## src/rtl/serdes_pkg.sv

```systemverilog
// Shared definitions for the 6-bit serial link: frame-state encoding and
// bit-counter sizing, used by both the transmitter and the receiver.
package serdes_pkg;

    typedef enum logic {
        S_IDLE  = 1'b0,
        S_SHIFT = 1'b1
    } serdes_state_t;

    // Counter must index bits 0..w-1; keep at least one bit for degenerate widths.
    function automatic int count_width(input int w);
        return (w > 1) ? $clog2(w) : 1;
    endfunction

endpackage

```

## src/rtl/serial_to_parallel_6bit.sv

```systemverilog
// Framed serial-to-parallel receiver: collects WIDTH bits after a start strobe
// and presents the word on a holding register with a valid/ack handshake.
module serial_to_parallel_6bit
    import serdes_pkg::*;
#(
    parameter int WIDTH     = 6,
    parameter bit MSB_FIRST = 1'b1
) (
    input  logic             clk,
    input  logic             rst,
    input  logic             start,
    input  logic             bit_valid,
    input  logic             serial_in,
    input  logic             ack,
    output logic [WIDTH-1:0] parallel_out,
    output logic             out_valid,
    output logic             busy,
    output logic             frame_err,
    output logic             overrun
);

    localparam int              CW   = count_width(WIDTH);
    localparam logic [CW-1:0]   LAST = CW'(WIDTH - 1);

    serdes_state_t   state, state_n;
    logic [CW-1:0]   count, count_n;
    logic [WIDTH-1:0] sreg, sreg_n, word;
    logic [WIDTH-1:0] pout_n;
    logic            valid_n, ferr_n, overrun_n;

    always_ff @(posedge clk) begin
        if (rst) begin
            state        <= S_IDLE;
            count        <= '0;
            sreg         <= '0;
            parallel_out <= '0;
            out_valid    <= 1'b0;
            frame_err    <= 1'b0;
            overrun      <= 1'b0;
        end else begin
            state        <= state_n;
            count        <= count_n;
            sreg         <= sreg_n;
            parallel_out <= pout_n;
            out_valid    <= valid_n;
            frame_err    <= ferr_n;
            overrun      <= overrun_n;
        end
    end

    assign busy = (state == S_SHIFT);

    always_comb begin
        if (MSB_FIRST) word = {sreg[WIDTH-2:0], serial_in};
        else           word = {serial_in, sreg[WIDTH-1:1]};
    end

    // Handshake: out_valid is a level that stays high, with parallel_out stable,
    // until a cycle where ack=1; a word completing in that same cycle replaces it.
    always_comb begin
        state_n   = state;
        count_n   = count;
        sreg_n    = sreg;
        pout_n    = parallel_out;
        valid_n   = out_valid;
        ferr_n    = 1'b0;
        overrun_n = overrun;

        if (ack && out_valid) valid_n = 1'b0;

        case (state)
            S_IDLE: begin
                if (start) begin
                    state_n = S_SHIFT;
                    count_n = '0;
                    sreg_n  = '0;
                end
            end
            S_SHIFT: begin
                if (start) begin
                    // Restart aborts the partial word but keeps receiving.
                    ferr_n  = 1'b1;
                    count_n = '0;
                    sreg_n  = '0;
                end else if (bit_valid) begin
                    sreg_n = word;
                    if (count == LAST) begin
                        state_n = S_IDLE;
                        count_n = '0;
                        if (!out_valid || ack) begin
                            pout_n  = word;
                            valid_n = 1'b1;
                        end else begin
                            overrun_n = 1'b1;
                        end
                    end else begin
                        count_n = count + 1'b1;
                    end
                end
            end
            default: state_n = S_IDLE;
        endcase
    end

endmodule

```

## config.mk

```make
export PLATFORM = sky130hd
export DESIGN_NAME = serial_to_parallel_6bit
export DESIGN_NICKNAME = d
export VERILOG_FILES = /design/src/rtl/serdes_pkg.sv /design/src/rtl/serial_to_parallel_6bit.sv
export SDC_FILE = /design/constraint.sdc
export NUM_CORES = 1
export LEC_CHECK = 0
export ABC_AREA = 1
export CAP_MARGIN = 25
export CORE_MARGIN = 2
export CORE_UTILIZATION = 52
export CTS_CLUSTER_DIAMETER = 60
export DETAILED_ROUTE_END_ITERATION = 6
export PLACE_DENSITY_LB_ADDON = 0.25
export SLEW_MARGIN = 5
export SYNTH_ARGS = -nofsm -noshare
export SYNTH_HDL_FRONTEND = slang
export SYNTH_SLANG_ARGS = --single-unit
export TNS_END_PERCENT = 5
```

## constraint.sdc

```tcl
create_clock -name clk -period 2.6 [get_ports clk]
set_input_delay 0.39 -clock clk [delete_from_list [all_inputs] [get_ports clk]]
set_output_delay 0.39 -clock clk [all_outputs]
set_load 0.05 [all_outputs]
```

==> results.ini <==
[outcome]
status = finished clean

[route]
drc_errors = 0
drt-initial-drc-count = 15
drt-total-wl_um = 1500
routedWlPerCell_um = 10.3
route.met2.wl_um = 713
via_per_inst = 4.82
via_count = 704
met3_wirelength_um = 67
postRouteAntennaNets = 0
routedLengthMet1_um = 678
drt_first_pass_iters = 4
top_layer = met4

[setup_path]
critical-path-top-delay-family = buffers and inverters
reg2reg_to = parallel_out[1]
r2r_slack_ns = 1.41
r2r_start = busy
cp-end-kind = primary output
crit_chain = clkdlybuf4s50_1
required_ns = 2.21
cp.arrival_ns = 1.51
path_buf_inv = 1
path_class = register to primary output
rr_worst_depth = 6
cp-start-kind = register
worst_path_max_delay_cell = clkdlybuf4s50_1
cp_max_fo = 4
cpPeakStageDelay_ns = 0.82

[clocking]
cts_root_buf = clkbuf_4
post_cts_buffers = 0
clkLatencyLatePin_ns = 0.29
clkTransAtPathRegs_ns = 0.09
hold_buffers = 0
ctsResizeCount = 0
clock_sinks = 18
cts_buffers = 3
cts_tree = yes
cts_htree_levels = 1
clockBufferDepth = 2

[min_path]
hp-start = overrun
holdPathStages = 2
whs_endpoint = overrun
hold_class = register to register

[floorplan]
ios = 16
start_util = 0.551
die_w_um = 43.7
die_h_um = 43.7
core_um2 = 1490
dieArea_um2 = 1910
core.rowCount = 14

[sta]
min_period_ns = 1.90
final-max-slew-violation-count = 0
finalCritPeriodShare = 0.731
hold_viol_final = 0
finalSetupViolCount = 0
worst_pin_slew_ns = 0.496
max_freq_mhz = 526
slew_headroom = 0.668
rsz0062_at_grt = no
final.setup.tns_ns = 0
finClkSkew_ns = 0.00134

[global_route]
grt_usage = 0.184
grt_pass1_vias = 630
grt_overflow = 0
antenna_found_initial = 0
grt_max_degree = 14
grt_pass1_wl_um = 2540

[synth]
synthArstFlopShare = 0
synth-seq-cells = 18
synth_edf_count = 0
ys_seq_area_frac = 0.439
synthFlopType = dfxtp_1
syn_nets = 120
syn_inst = 114
synth_warnings = 0
avgSynthCellArea_um2 = 7.20
synth_cell_types = 21
synth_area_um2 = 821

[layout]
fin_area_um2 = 997
instances_no_fill = 146
nFillCells = 134
diodes = 0
regArea_um2 = 360
final_nets = 138
final_layout_size_suffix_gt1_frac = 0.100
multi_input_area_um2 = 347
postLayoutCoreUtil = 0.670
syn2layout_area_growth_pct = 21.5

[power_and_ir_drop]
leakagePower_nw = 0.407
vdd.ir_drop.worst_uv = 354
power_density_nw_per_um2 = 453

[placed_design]
port_buffers = 15
post-dp-hpwl_um = 1160
place_area_um2 = 975
place.gp.congestion = 0.766
placed_cells = 143

[job]
drv_cap = 0

report_power, final:
part / switching (mW) / internal, mW
registers: 0.00197 / 0.278
logic: 0.0238 / 0.0137
clock network: 0.0809 / 0.0539
cells in the final DEF, fill, tap and decap left out, types with 2 or more instances in the layout:
master,synthesis,routed
a21oi_1,7,7
clkbuf_4,0,3
clkdlybuf4s50_1,0,15
dfxtp_1,18,18
inv_1,23,23
inv_2,2,2
nand2_1,30,30
nand2_2,2,2
nand4_1,6,6
nor2_1,10,10
nor2_2,3,3
o21ai_0,2,2
through the flow:
stage / setup slack, ns / hold slack [ns] / power [mW]
global route: 0.656 / 0.510 / 0.463
floorplan: 1.20 / 0.440 / 0.309
CTS: 0.703 / 0.472 / 0.453
finish: 0.699 / 0.466 / 0.452
global placement: 0.919 / 0.457 / 0.323
detailed placement: 0.835 / 0.458 / 0.324
cell families (layout without fill, tap and decap cells):
group | after synthesis | after routing | share of synthesized area
buffers and inverters | 28 | 44 | 0.139
AOI/OAI and AO/OA | 12 | 12 | 0.0823
and+or+nand+nor | 56 | 56 | 0.340
DFF | 18 | 18 | 0.439
sequential cells by signal (all words and copies together), names as in the netlist:
name,flops
frame_err,1
busy,1
sreg,5
count,3
overrun,1
parallel_out,6
out_valid,1
worst reg2reg max path: stages (launching register included):
cell,delay (ns)
dfxtp_1,0.40
nand2_2,0.11
nor2_4,0.28
nand3_4,0.14
nand2_1,0.08
inv_1,0.04
nor2_2,0.09
synth_stat cells, types with 2 or more instances:
library cell	instances	share of area
a21oi_1	7	0.043
dfxtp_1	18	0.44
inv_1	23	0.11
inv_2	2	0.0091
nand2_1	30	0.14
nand2_2	2	0.015
nand4_1	6	0.046
nor2_1	10	0.046
nor2_2	3	0.023
o21ai_0	2	0.012
metal layers:
layer / up-vias / GRT usage
li1: 381 / -
met1: 301 / 0.234
met2: 17 / 0.294
met3: 5 / 0.0250
met4: 0 / 0.109
met5: - / 0
final cells by class:
class	instances	area share
inverter	26	0.0979
tap	16	0.0201
multi-input combinational	68	0.348
timing repair buffer	15	0.151
clock buffer	3	0.0226
sequential	18	0.361
worst max-delay path by stage:
stage,slack [ns],start,depth (start not counted),endpoint
2_1_floorplan,1.20,busy,6,parallel_out[1]
3_3_place_gp,0.92,rst,4,count[1]
3_5_place_dp,0.83,rst,4,count[1]
4_1_cts,0.70,busy,1,busy
5_1_grt,0.66,busy,1,busy
6_report,0.70,busy,1,busy
Power figures use the tool's default switching activity.
